<file path="config.mk">
export PLATFORM = sky130hd
export DESIGN_NAME = instr_fetch_unit
export DESIGN_NICKNAME = d
export VERILOG_FILES = /design/src/rtl/instr_fetch_unit.sv
export SDC_FILE = /design/constraint.sdc
export NUM_CORES = 1
export LEC_CHECK = 0
export CORE_MARGIN = 5
export CORE_UTILIZATION = 50
export CTS_CLUSTER_SIZE = 28
export DETAILED_ROUTE_END_ITERATION = 6
export GPL_TIMING_DRIVEN = 1
export PLACE_DENSITY = 0.83
export SYNTH_ARGS = -nofsm -noshare
export SYNTH_HDL_FRONTEND = slang
export SYNTH_SLANG_ARGS = --single-unit
</file>
<file path="constraint.sdc">
create_clock -name clk -period 6.64 [get_ports clk]
set_clock_uncertainty 0.2 [all_clocks]
set_input_delay 1.328 -clock clk [delete_from_list [all_inputs] [get_ports clk]]
set_output_delay 1.328 -clock clk [all_outputs]
set_load 0.1 [all_outputs]
</file>
<file path="src/rtl/instr_fetch_unit.sv">
// rtl/instr_fetch_unit.sv - instruction fetch unit with a 2-entry prefetch buffer and redirect flush
// Streams 16-bit words from memory into a small FIFO and hands them to the instruction register on request.
module instr_fetch_unit #(
  parameter logic [15:0] RESET_PC = 16'h0000,
  parameter logic [15:0] PC_STEP  = 16'd2
) (
  input  logic        clk,
  input  logic        reset,
  input  logic        fetch_req,
  input  logic        pc_load,
  input  logic [15:0] pc_in,
  output logic        mem_rd,
  output logic [15:0] mem_addr,
  input  logic        mem_ack,
  input  logic [15:0] mem_rdata,
  output logic [15:0] memData,
  output logic        IRWrite,
  output logic [15:0] pc_out,
  output logic        busy
);

  typedef enum logic [1:0] {M_IDLE, M_REQ, M_DROP} mstate_t;

  mstate_t     mstate, mstate_next;
  logic [15:0] fpc, fpc_next;
  logic        mem_rd_next;
  logic [15:0] mem_addr_next;
  logic        push;
  logic        deliver;
  logic        pending;
  logic [1:0]  count;
  logic [15:0] fifo_addr [2];
  logic [15:0] fifo_data [2];

  assign push    = (mstate == M_REQ) && mem_ack && !pc_load;
  assign deliver = (pending || fetch_req) && (count != 2'd0) && !pc_load;
  assign busy    = pending;

  always_ff @(posedge clk or posedge reset) begin
    if (reset) begin
      mstate   <= M_IDLE;
      fpc      <= RESET_PC;
      mem_rd   <= 1'b0;
      mem_addr <= RESET_PC;
    end else begin
      mstate   <= mstate_next;
      fpc      <= fpc_next;
      mem_rd   <= mem_rd_next;
      mem_addr <= mem_addr_next;
    end
  end

  always_comb begin
    mstate_next   = mstate;
    mem_rd_next   = mem_rd;
    mem_addr_next = mem_addr;
    fpc_next      = fpc;
    if (pc_load)
      fpc_next = pc_in;
    else if (push)
      fpc_next = fpc + PC_STEP;
    case (mstate)
      M_IDLE: begin
        if ((count != 2'd2) && !pc_load) begin
          mstate_next   = M_REQ;
          mem_rd_next   = 1'b1;
          mem_addr_next = fpc;
        end else begin
          mem_rd_next   = 1'b0;
          mem_addr_next = fpc_next;
        end
      end
      M_REQ: begin
        if (mem_ack) begin
          mstate_next   = M_IDLE;
          mem_rd_next   = 1'b0;
          mem_addr_next = fpc_next;
        end else if (pc_load) begin
          // Request cannot be withdrawn; wait out its ack and discard the data.
          mstate_next = M_DROP;
        end
      end
      M_DROP: begin
        if (mem_ack) begin
          mstate_next   = M_IDLE;
          mem_rd_next   = 1'b0;
          mem_addr_next = fpc_next;
        end
      end
      default: begin
        mstate_next = M_IDLE;
        mem_rd_next = 1'b0;
      end
    endcase
  end

  always_ff @(posedge clk or posedge reset) begin
    if (reset) begin
      count        <= 2'd0;
      pending      <= 1'b0;
      IRWrite      <= 1'b0;
      memData      <= 16'h0000;
      pc_out       <= 16'h0000;
      fifo_addr[0] <= 16'h0000;
      fifo_addr[1] <= 16'h0000;
      fifo_data[0] <= 16'h0000;
      fifo_data[1] <= 16'h0000;
    end else begin
      IRWrite <= deliver;
      if (deliver) begin
        pending <= 1'b0;
        memData <= fifo_data[0];
        pc_out  <= fifo_addr[0];
      end else if (fetch_req) begin
        pending <= 1'b1;
      end
      if (pc_load) begin
        count <= 2'd0;
      end else begin
        case ({push, deliver})
          2'b10: begin
            fifo_addr[count[0]] <= mem_addr;
            fifo_data[count[0]] <= mem_rdata;
            count               <= count + 2'd1;
          end
          2'b01: begin
            fifo_addr[0] <= fifo_addr[1];
            fifo_data[0] <= fifo_data[1];
            count        <= count - 2'd1;
          end
          2'b11: begin
            // Simultaneous push and pop: occupancy unchanged, new word goes behind any survivor.
            if (count == 2'd1) begin
              fifo_addr[0] <= mem_addr;
              fifo_data[0] <= mem_rdata;
            end else begin
              fifo_addr[0] <= fifo_addr[1];
              fifo_data[0] <= fifo_data[1];
              fifo_addr[1] <= mem_addr;
              fifo_data[1] <= mem_rdata;
            end
          end
          default: ;
        endcase
      end
    end
  end

endmodule

</file>
Yosys cells after proc, flatten, opt, wreduce, memory -nomap -nowiden
Index checks and enable logic that the tools add are counted.
{ "totals": {"register_bits": 135, "input_bits": 37, "out_inout_bits": 51} }
{ "op_classes": {"add_sub_neg": 3, "magnitude_cmp": 2, "eq_ne": 12, "muxes": 29, "bitwise": 2, "n_reduce_logical": 20} }
{ "op_table": {"columns": ["operator", "count"], "rows": [
  ["2-to-1 mux 16 bit", 9],
  ["case mux 16 bit (2 select lines)", 3],
  ["case mux 16 bit (3 select lines)", 2],
  ["bitwise mux 32 bit", 2],
  ["adder 16 x 2 -> 16 bit (second input constant)", 1],
  ["demux 16 bit (select 1 bit)", 1],
  ["2-to-1 mux 2 bit", 5],
  ["!= test 2 bit (second input constant)", 4],
  ["nonzero test 2 bit", 4],
  ["== test 2 x 1 -> 1 bit (second input constant)", 3],
  ["== test 2 bit (second input constant)", 3],
  ["logical AND 1 bit", 6],
  ["case mux 2 bit (3 select lines)", 1],
  ["AND reduction 3 bit", 2],
  ["nonzero test 3 bit", 2],
  ["2-to-1 mux 1 bit", 4],
  ["case mux 2 bit (2 select lines)", 1],
  ["AND reduction 2 bit", 2],
  ["!= test 3 bit (second input constant)", 1],
  ["adder 2 x 1 -> 2 bit (second input constant)", 1],
  ["greater-or-equal comparator 2 bit (second input constant)", 1],
  ["zero test 2 bit", 1],
  ["< comparator 2 x 1 -> 1 bit (second input constant)", 1],
  ["!= test 2 x 1 -> 1 bit (second input constant)", 1],
  ["other kinds (7)", 7]
]} }

Depth between registers and ports, before layout
{ "logic_depth": {"ltp_word": 7, "depth_mapped": 9, "depth_no_buf": 7} }

Worst setup path before layout
OpenSTA, ideal clock, no wires.
{ "synth_path": {"kind": "input port to flip-flop", "start": "input pc_load", "end": "register mem_addr[13]", "setup_ps": 95, "t_arrival_ps": 2530, "t_required_ps": 6345, "setup_slack_ps": 3814, "path_stages": 5, "path_cell_list": "buf_6 > nand3b_4 > nor4b_1 > mux2_2 > o31ai_1"} }
{ "synth_between": {"elab_chain_len": 6} }
{ "synth_rtl": {"columns": ["item", "line", "text"], "rows": [
  ["from (decl)", "10", "input logic pc_load,"],
  ["zero test 1 bit", "35, 64", null],
  ["logical AND 1 bit", "35", "assign push = (mstate == M_REQ) && mem_ack && !pc_load;"],
  ["2-to-1 mux 16 bit", "60", "else if (push)"],
  ["2-to-1 mux 16 bit", "58", "if (pc_load)"],
  ["2-to-1 mux 16 bit, on equally long branches", "74, 84, 64", null],
  ["case mux 16 bit (2 select lines) *", "62", "case (mstate)"],
  ["to (signal assigned)", "49", "mem_addr <= mem_addr_next;"],
  ["to (decl)", "13", "output logic [15:0] mem_addr,"]
]} }
Every way passes the cells marked *; elsewhere a longest branch is shown, timed or not. The select of a mux whose other input is x is not followed.
A chain may end at the register's enable or synchronous reset.

Worst setup path in the final report
{ "layout_path": {"start": "input pc_load", "end": "register fifo_data[2] in the netlist's numbering"} }
{ "layout_between": {"elab_chain_len": 5} }
{ "layout_rtl": {"columns": ["item", "line", "text"], "rows": [
  ["zero test 1 bit", "35, 36", null],
  ["logical AND 1 bit, on equally long branches", "36, 35", null],
  ["== test 2 bit", "120", "case ({push, deliver})"],
  ["!= test 2 bit (no line) or nonzero test 2 bit (tied branches)", null, null],
  ["AND reduction 3 bit (no line)", null, null],
  ["to (signal, indexed assignment)", "123", "fifo_data[count[0]] <= mem_rdata;"],
  ["to (decl)", "33", "logic [15:0] fifo_data [2];"]
]} }
Several ways; a longest one is shown, not always the timed one.

==> run_results.csv <==
group,metric,value,unit
clock_network,cts_sinks,135,
worst_hold_path,hold_class,"flop to flop",
clock_network,cts_inserted_buffers,17,
synthesis,yosysTopAreaCell,"dfrtp_1",
route,drt.antenna.violating_nets,0,
synthesis,synth_area,6466,um2
sta,rsz0062_at_grt,"false",
worst_setup_path,cp_max_fo,37,
global_route,grt_use_total,20.99,%
synthesis,yosys_register_bits,135,
synthesis,synthTopCellsByCount,"nand2_1, dfrtp_1, nor2_1",
sta,tns,0,ps
worst_setup_path,endpoint,"fifo_data[2]",
finish,fillers,1028,
synthesis,syn-instance-count,693,
clock_network,clkSlewWorstSetupHoldPaths,60,ps
floorplanning,initial_core_util,51.03,%
sta,hold_viol_final,0,
synthesis,yosysSeqAreaShare,52.24,%
finish,drive_gt1_share,7.861,%
worst_setup_path,reg2reg_depth,7,
floorplanning,io_pins,88,
outcome,status,"complete, no violations",
flow_run,cap_viol_max_count,0,
placement,placed_cell_area,7395,um2
clock_network,htree_levels,4,
synthesis,synth_flop_cell,"dfrtp_1",
worst_setup_path,worstPathArrival,3970,ps
synthesis,async_reset_ff_share,100.0,%
synthesis,synth_cell_types,62,
global_route,grt_overflow_total,0,
worst_setup_path,cp_slowest_cell,"a211o_2",
route,vias,5381,
synthesis,syn_area_per_cell,9.331,um2
floorplanning,row_count,41,
global_route,antenna_found_initial,0,
worst_setup_path,rr_startpoint,"count[0]",
clock_network,cts_root_buf,"clkbuf_16",
global_route,grt_pass1_vias,5281,
worst_setup_path,rrSetupSlack,3490,ps
route,dr.pass1.iters,5,
synthesis,synthTopCellsByArea,"dfrtp_1, nand2_1, mux2i_1, nor2_1, a31oi_1",
worst_setup_path,worst_r2r_endpoint,"fifo_data[2]",
sta,fin_crit,3841,ps
worst_setup_path,crit_start,"pc_load",
clock_network,cts_hold_buf,0,
route,drtIter0Drc,452,
sta,drv_slew,0,
worst_setup_path,end_kind,"flop",
global_route,grt_max_degree,87,
synthesis,synth_edf_count,0,
placement,place_congestion,0.8325,
floorplanning,fp.dieW,123.7,um
synthesis,synth_top_area_share,52.24,%
finish,final_nets,807,
clock_network,cts_tree,"done",
route,vias_per_cell,5.676,
sta,finalCritPeriodShare,57.84,%
synthesis,yosys_warnings,0,
clock_network,ctsResizeCount,0,
sta,hold_ws,266.7,ps
worst_setup_path,slowest_delay,810,ps
clock_network,cts_buffer_depth,2,
clock_network,post_cts_buffers,0,
finish,diodes,0,
route,wirelength,15300,um
worst_setup_path,crit_chain,"clkdlybuf4s50_1 > buf_4 > nor2_4 > nand2_4 > inv_4 > a211o_2 > mux2i_1",
route,wl_per_cell,16.14,um
worst_setup_path,start_kind,"input port",
worst_setup_path,required,6770,ps
placement,place_hpwl,10280,um
clock_network,clk_latency,410,ps
synthesis,yosysMostFrequentCell,"nand2_1",
sta,slew_headroom,19.21,%
floorplanning,coreArea,12670,um2
sta,fmax,0.2604,GHz
synthesis,synthesis.nets,737,
worst_setup_path,criticalPathCategory,"input port to flop",
global_route,grt_pass1_wl,25260,um
placement,io_buffers,87,
route,drc,0,
floorplanning,die_h,123.7,um
sta,setup_viol,0,
finish,area_growth,23.51,%
sta,worst_pin_slew,1212,ps
floorplanning,die-area,15310,um2
finish,design_area,7986,um2
==> registers in the layout, indices dropped and copies added, names as in the netlist <==
signal / flops
fifo_addr: 32
fpc: 16
pc_out: 16
fifo_data: 32
IRWrite: 1
count: 2
busy: 1
mem_rd: 1
mstate: 2
memData: 16
mem_addr: 16
==> worst max-delay path: cells and delay by family <==
family	cells	cell delay, ps
buf+inv	3	1020
compound gates	1	810
mux	1	280
simple gates	2	460
==> cell families (layout without fill, tap and decap cells) <==
group	after synthesis	in the layout	share of synthesized area, %
buffers and inverters	85	168	5.960
and+or+nand+nor	292	292	20.36
AOI/OAI and AO/OA	126	126	12.65
xor gates and xnor gates	6	6	0.8127
DFF	135	135	52.24
adders and majority gates	7	7	1.354
muxes	42	42	6.618
==> final cells by class <==
class                   count  area (um2)  area share [%]
repair buffers             94       923.4           11.56
clock inverters            10       117.6           1.473
well taps                 172       215.2           2.695
flip-flops and latches    135        3378           42.30
clock buffers              22       474.2           5.938
inverters                  42       162.7           2.037
multi-input cells         473        2715           34.00
==> worst min-delay path by stage <==
| stage | from | end | slack [ps] | depth (start not counted) |
|---|---|---|---|---|
| final | fifo_data[31] | memData[15] | 270 | 2 |
| after global routing | fifo_addr[20] | pc_out[4] | 300 | 2 |
| after CTS | fifo_addr[20] | pc_out[4] | 270 | 2 |
| after detailed placement | fifo_addr[20] | pc_out[4] | 250 | 2 |
| after global placement | fifo_data[31] | memData[15] | 250 | 2 |
| after floorplan | fifo_data[30] | memData[14] | 240 | 2 |
==> per-stage QoR <==
step | cells | setup WS, ps | utilization (%)
floorplan | 693 | 1501 | -
global placement | 916 | 2520 | 58.36
detailed placement | 916 | 2415 | 58.36
CTS | 948 | 2831 | 63.03
global route | 948 | 2632 | 63.03
finish | 948 | 2799 | 63.03
==> layer usage <==
metal  GRT usage, %  up-vias  part of all wire [%]
li1               -     2504                     -
met1          28.35     2602                    43
met2          32.71      238                    48
met3          4.950       37                   7.1
met4          8.581        0                   1.9
met5              0        -                     0
==> layout by cell type, fill, tap and decap left out, drive strengths merged, types with 4 or more instances in the layout <==
| master | instances |
|---|---|
| a21o | 4 |
| a21oi | 11 |
| a22o | 6 |
| a22oi | 4 |
| a31oi | 34 |
| buf | 7 |
| clkbuf | 22 |
| clkdlybuf4s50 | 87 |
| clkinv | 4 |
| dfrtp | 135 |
| ha | 7 |
| inv | 45 |
| mux2 | 6 |
| mux2i | 36 |
| nand2 | 171 |
| nand3 | 10 |
| nand4 | 7 |
| nor2 | 60 |
| nor2b | 5 |
| nor3 | 10 |
| nor4 | 6 |
| o21ai | 42 |
| o31ai | 5 |
| xnor2 | 4 |
Power is not shown: default switching activity piles up to over one toggle a cycle in this logic, so the estimate is an artifact.
